`config.mk`:
```
export PLATFORM = sky130hd
export DESIGN_NAME = mio_bus_ctrl
export DESIGN_NICKNAME = d
export VERILOG_FILES = /design/src/rtl/mio_bus_ctrl.sv
export SDC_FILE = /design/constraint.sdc
export NUM_CORES = 1
export LEC_CHECK = 0
export CORE_MARGIN = 3
export CORE_UTILIZATION = 60
export CTS_BUF_LIST = sky130_fd_sc_hd__clkbuf_4
export DETAILED_ROUTE_END_ITERATION = 10
export DONT_BUFFER_PORTS = 1
export GPL_ROUTABILITY_DRIVEN = 0
export PLACE_DENSITY = 0.73
export SLEW_MARGIN = 20
export SYNTH_ARGS = -nofsm -noshare
export SYNTH_HDL_FRONTEND = slang
export SYNTH_SLANG_ARGS = --single-unit
export TNS_END_PERCENT = 30
```
`constraint.sdc`:
```
create_clock -name clk -period 6.41 [get_ports clk]
set_input_delay 1.282 -clock clk [delete_from_list [all_inputs] [get_ports clk]]
set_output_delay 1.282 -clock clk [all_outputs]
set_load 0.005 [all_outputs]
```
`src/rtl/mio_bus_ctrl.sv`:
```
// Memory/IO bus controller: decodes CPU data accesses onto a sync data RAM and
// on-board registers (LED, 7-seg, switches, down-counting interrupt timer).
module mio_bus_ctrl #(
  parameter int RAM_AW    = 10,
  parameter int TIMER_DIV = 1
) (
  input  logic              clk,
  input  logic              reset,
  input  logic              cpu_req,
  input  logic              cpu_we,
  input  logic [31:0]       cpu_addr,
  input  logic [31:0]       cpu_wdata,
  output logic [31:0]       cpu_rdata,
  output logic              mio_ready,
  output logic              int_out,
  output logic [RAM_AW-1:0] ram_addr,
  output logic [31:0]       ram_din,
  output logic              ram_we,
  input  logic [31:0]       ram_dout,
  input  logic [15:0]       sw_in,
  output logic [15:0]       led_out,
  output logic [31:0]       seg_out
);

  localparam logic [31:0] SEG_ADDR = 32'hE000_0000;
  localparam logic [31:0] IO_ADDR  = 32'hF000_0000;
  localparam logic [31:0] TMR_ADDR = 32'hF000_0004;
  localparam int          PW       = (TIMER_DIV > 1) ? $clog2(TIMER_DIV) : 1;

  typedef enum logic [1:0] {IDLE, RAM_WAIT, RESP} state_t;

  state_t        state, state_nxt;
  logic          ram_hit, seg_hit, io_hit, tmr_hit;
  logic          accept, wr;
  logic [31:0]   io_rdata;
  logic [31:0]   count;
  logic [PW-1:0] presc;
  logic          tick;

  assign ram_hit = (cpu_addr >> (RAM_AW + 2)) == 32'd0;
  assign seg_hit = cpu_addr == SEG_ADDR;
  assign io_hit  = cpu_addr == IO_ADDR;
  assign tmr_hit = cpu_addr == TMR_ADDR;

  assign accept  = (state == IDLE) && cpu_req;
  assign wr      = accept && cpu_we;

  assign ram_addr  = cpu_addr[RAM_AW+1:2];
  assign ram_din   = cpu_wdata;
  // Only IDLE can strobe the RAM, so a request held high through RESP cannot double-write.
  assign ram_we    = wr && ram_hit;
  assign mio_ready = (state == RESP);

  always_ff @(posedge clk or negedge reset) begin
    if (!reset) state <= IDLE;
    else        state <= state_nxt;
  end

  always_comb begin
    state_nxt = state;
    case (state)
      IDLE:     if (accept) state_nxt = (ram_hit && !cpu_we) ? RAM_WAIT : RESP;
      RAM_WAIT: state_nxt = RESP;
      RESP:     state_nxt = IDLE;
      default:  state_nxt = IDLE;
    endcase
  end

  always_comb begin
    io_rdata = '0;
    if (seg_hit)      io_rdata = seg_out;
    else if (io_hit)  io_rdata = {16'h0, sw_in};
    else if (tmr_hit) io_rdata = count;
  end

  // Non-RAM reads capture at acceptance; RAM reads capture the cycle after the address.
  always_ff @(posedge clk or negedge reset) begin
    if (!reset)                             cpu_rdata <= '0;
    else if (accept && !cpu_we && !ram_hit) cpu_rdata <= io_rdata;
    else if (state == RAM_WAIT)             cpu_rdata <= ram_dout;
  end

  always_ff @(posedge clk or negedge reset) begin
    if (!reset) begin
      led_out <= '0;
      seg_out <= '0;
    end else begin
      if (wr && io_hit)  led_out <= cpu_wdata[15:0];
      if (wr && seg_hit) seg_out <= cpu_wdata;
    end
  end

  assign tick = (presc == PW'(TIMER_DIV - 1));

  // A timer load overrides a same-cycle decrement and restarts the prescaler.
  always_ff @(posedge clk or negedge reset) begin
    if (!reset) begin
      count   <= '0;
      presc   <= '0;
      int_out <= 1'b0;
    end else begin
      int_out <= 1'b0;
      if (wr && tmr_hit) begin
        count <= cpu_wdata;
        presc <= '0;
      end else begin
        presc <= tick ? '0 : presc + PW'(1);
        if (tick && count != 32'd0) begin
          count   <= count - 32'd1;
          int_out <= (count == 32'd1);
        end
      end
    end
  end

endmodule

```
### Word-level counts from Yosys, hierarchy flattened

Cells that the tools add are included.

* bits in registers: 116
* bits of input ports: 116
* output and inout bits: 125

* eq/ne operators: 7
* add/sub/neg operators: 2
* reduce and logical (&&, ||, !) cells: 17
* mux-type cells: 14
* bitwise operators: 1

Operators with widths (count)
* two-way mux 32 bit: 7
* equality test 32 bit, second input constant: 3
* equality test 32 x 1 -> 1 bit, second input constant: 1
* zero test 32 bit: 1
* nonzero test 32 bit: 1
* subtractor 32 x 1 -> 32 bit, second input constant: 1
* logical AND 1 bit: 10
* two-way mux 1 bit: 4
* two-way mux 2 bit: 2
* case mux 2 bit (2 select lines): 1
* nonzero test 2 bit: 2
* equality test 2 x 1 -> 1 bit, second input constant: 1
* equality test 2 bit, second input constant: 1
* zero test 1 bit: 2
* zero test 2 bit: 1
* inequality test 2 bit, second input constant: 1
* adder 1 bit, second input constant: 1
* NOT 1 bit: 1

### Depth between registers and ports, before layout

* depth in word-level cells: 5
* mapped depth: 9

### Worst setup path before layout

OpenSTA, ideal clock, no wires.

* path kind: in2out
* start point: in cpu_addr[17]
* end point: out ram_we
* cell stages on the path: 4
* setup slack: 3119 ps
* arrival time: 2009 ps
* required time: 5128 ps
* cell sequence: nor4_1 -> nand4_1 -> nand2b_1 -> nor2_1

* word-level cells in the longest chain between the ends: 2

Ends and longest elaborated chain
* start: declaration: RTL line 11 `input logic [31:0] cpu_addr,`
* zero test 32 bit: RTL line 40 `assign ram_hit = (cpu_addr >> (RAM_AW + 2)) == 32'd0;`
* logical AND 1 bit: RTL line 51 `assign ram_we = wr && ram_hit;`
* end: declaration: RTL line 18 `output logic ram_we,`

Every way passes these cells.

### Final worst setup path

* start point: in cpu_addr[25]
* end point: out ram_we

The elaborated chain is that of the path after synthesis.

==> reports/qor.yml <==
worstPathMaxFanout: 5
wl_met1_mm: 7.03
wl_mm: 17.7
drc: 0
synth.avg_cell_area_um2: 9.78
antenna_found_initial: 0
cts-resized-gates: 0
portBuffers: 0
synth_edf_count: 0
fin_skew_ns: 0.0179
yosysTopAreaCell: "dfrtp_1"
clk_latency_ns: 0.51
dp_hpwl_mm: 13.0
die_w_um: 108
crit_arrival_ns: 2.20
yosys_register_bits: 115
cp.required_ns: 5.13
switching_power_mw: 0.360
setup_violations: 0
grt_pass1_vias: 4811
p_seq_frac: 0.526
max-cap-violations: 0
crit_type: "in2out"
boundaryPins: 241
r2r_slack_ns: 3.51
firstDrtPassIters: 5
synthToLayoutAreaGrowth_pct: 1.43
synth_common_cells: "dfrtp_1, nor2_1, mux2_2"
grt_max_degree: 116
clk_pin_slew_ns: 0.10
die_y_um: 108
slew_viol_final: 0
htreeDepth: 4
hold_viol: 0
rsz0062_at_grt: "no"
synth_area_mm2: 0.00623
final.min_clock_period_ns: 3.49
initial_utilization: 0.626
synth_warnings: 0
fillers: 855
status: "complete, no violations"
wl_met3_mm: 1.86
overflow: 0
cts_sinks: 115
diodes: 0
detailroute.via_count: 4927
worst_pin_slew_ns: 0.907
ys_seq_area_frac: 0.462
endpoint_kind: "output port"
stdcell_count: 729
r2r_start: "state[0]"
detail-route-antenna-nets: 0
grt.total_usage: 0.303
cts_setup_buffers: 0
multi_input_area_mm2: 0.00287
clockPowerShare: 0.425
finalCritPeriodShare: 0.544
synth_cells: 637
synth_top_cell_area_share: 0.462
leakage_nw: 2.62
finalNetCount: 701
cts_made_buffers: 17
placed_cells_incl_taps: 696
top_layer: "met4"
hold_path_class: "in2async"
reg2reg_depth: 6
cts_tree: "yes"
tns_ns: 0
synthArstFlopShare: 1.00
relSlewSlack: 0.392
wl_per_cell_um: 24.3
switching_share: 0.240
timing.rr.end: "seg_out[10]"
hold_buffers: 0
regArea_mm2: 0.00288
routed-wl-met2_mm: 8.31
synth_nets: 755
synth_cell_types: 54
yosys-top-cells-area: "dfrtp_1, mux2_2, buf_4"
fmax_mhz: 287
drt_iter0_drc: 522
powerDensity_mw_per_mm2: 237
coreArea_mm2: 0.00995
vdd_drop_max_uv: 201
drive_gt1_frac: 0.206
intPower_mw: 1.14
synthMostInstantiatedCell: "dfrtp_1"
rows: 36
via_per_inst: 6.76
grt_pass1_wl_mm: 26.6
ys.flop_type: "dfrtp_1"
root_buffer: "clkbuf_4"
combPwrFrac: 0.049
cts.path.max_buffers: 2
dieArea_mm2: 0.0116
crit_path_start_kind: "input pin"
[state kept, by name, indices dropped and copies added (netlist names)]
signal	flops
count	32
cpu_rdata	32
seg_out	32
led_out	16
state	2
int_out	1
[cells by family after synthesis]
kind of cell | after synthesis | share of synthesized area
AOI/OAI and AO/OA | 99 | 0.108
DFF | 115 | 0.462
muxes | 65 | 0.117
adders and majority gates | 2 | 0.00401
xor gates and xnor gates | 19 | 0.0267
and+or+nand+nor | 254 | 0.204
buffers and inverters | 83 | 0.0783
[how the worst max path moves through the flow]
stage	to	depth (start not counted)	start	slack, ns
3_5_place_dp	led_out[12]	5	cpu_addr[25]	2.48
5_1_grt	ram_we	4	cpu_addr[25]	2.79
2_1_floorplan	ram_we	4	cpu_addr[17]	3.12
4_1_cts	ram_we	4	cpu_addr[25]	2.84
6_report	ram_we	4	cpu_addr[25]	2.92
3_3_place_gp	led_out[3]	5	cpu_addr[25]	2.58
[layout make-up]
type | count | area share
Clock buffer | 17 | 0.0202
Clock inverter | 15 | 0.0335
Inverter | 4 | 0.00238
Multi-Input combinational cell | 439 | 0.455
Sequential cell | 115 | 0.455
Tap cell | 133 | 0.0263
Timing Repair Buffer | 6 | 0.00772
[per-layer routing]
metal / up-vias / global-route usage
li1: 2119 / -
met1: 2455 / 0.395
met2: 297 / 0.483
met3: 56 / 0.0960
met4: 0 / 0.0983
met5: - / 0
[through the flow]
stage          setup WS, ns  utilization  cell area, µm²  hold slack [ns]  power (mW)
6_report               2.92        0.635            6320            0.465        1.50
5_1_grt                2.79        0.635            6320            0.421        1.55
3_5_place_dp           2.48        0.599            5970            0.496       0.875
2_1_floorplan          3.12            -            6230            0.448       0.874
4_1_cts                2.84        0.633            6300            0.426        1.50
3_3_place_gp           2.58        0.599            5970            0.481       0.870
[critical path, stage by stage]
cell      delay (ns)
nor4_1          0.26
nand4_1         0.20
nand2b_1        0.25
nor2_1          0.21
[power by group through the flow]
stage          logic (mW)  registers [mW]  clock network (mW)
2_1_floorplan      0.0819           0.792                   0
4_1_cts            0.0726           0.789               0.642
3_5_place_dp       0.0714           0.803                   0
3_3_place_gp       0.0684           0.802                   0
5_1_grt            0.0826           0.792               0.671
6_report           0.0736           0.789               0.636
[cells in the final DEF (no fill, tap or decap), drive strengths merged, types with 6 or more instances in the layout]
cell type / instances
xnor2: 8
nor4: 15
a22oi: 16
nand2: 57
nor3: 45
xor2: 11
nand3: 14
a21oi: 20
a221oi: 16
dfrtp: 115
or2: 8
inv: 6
nor2: 84
buf: 6
a31oi: 17
clkbuf: 17
mux2: 64
o21ai: 12
Note: power is estimated with default switching activity, not from simulation.
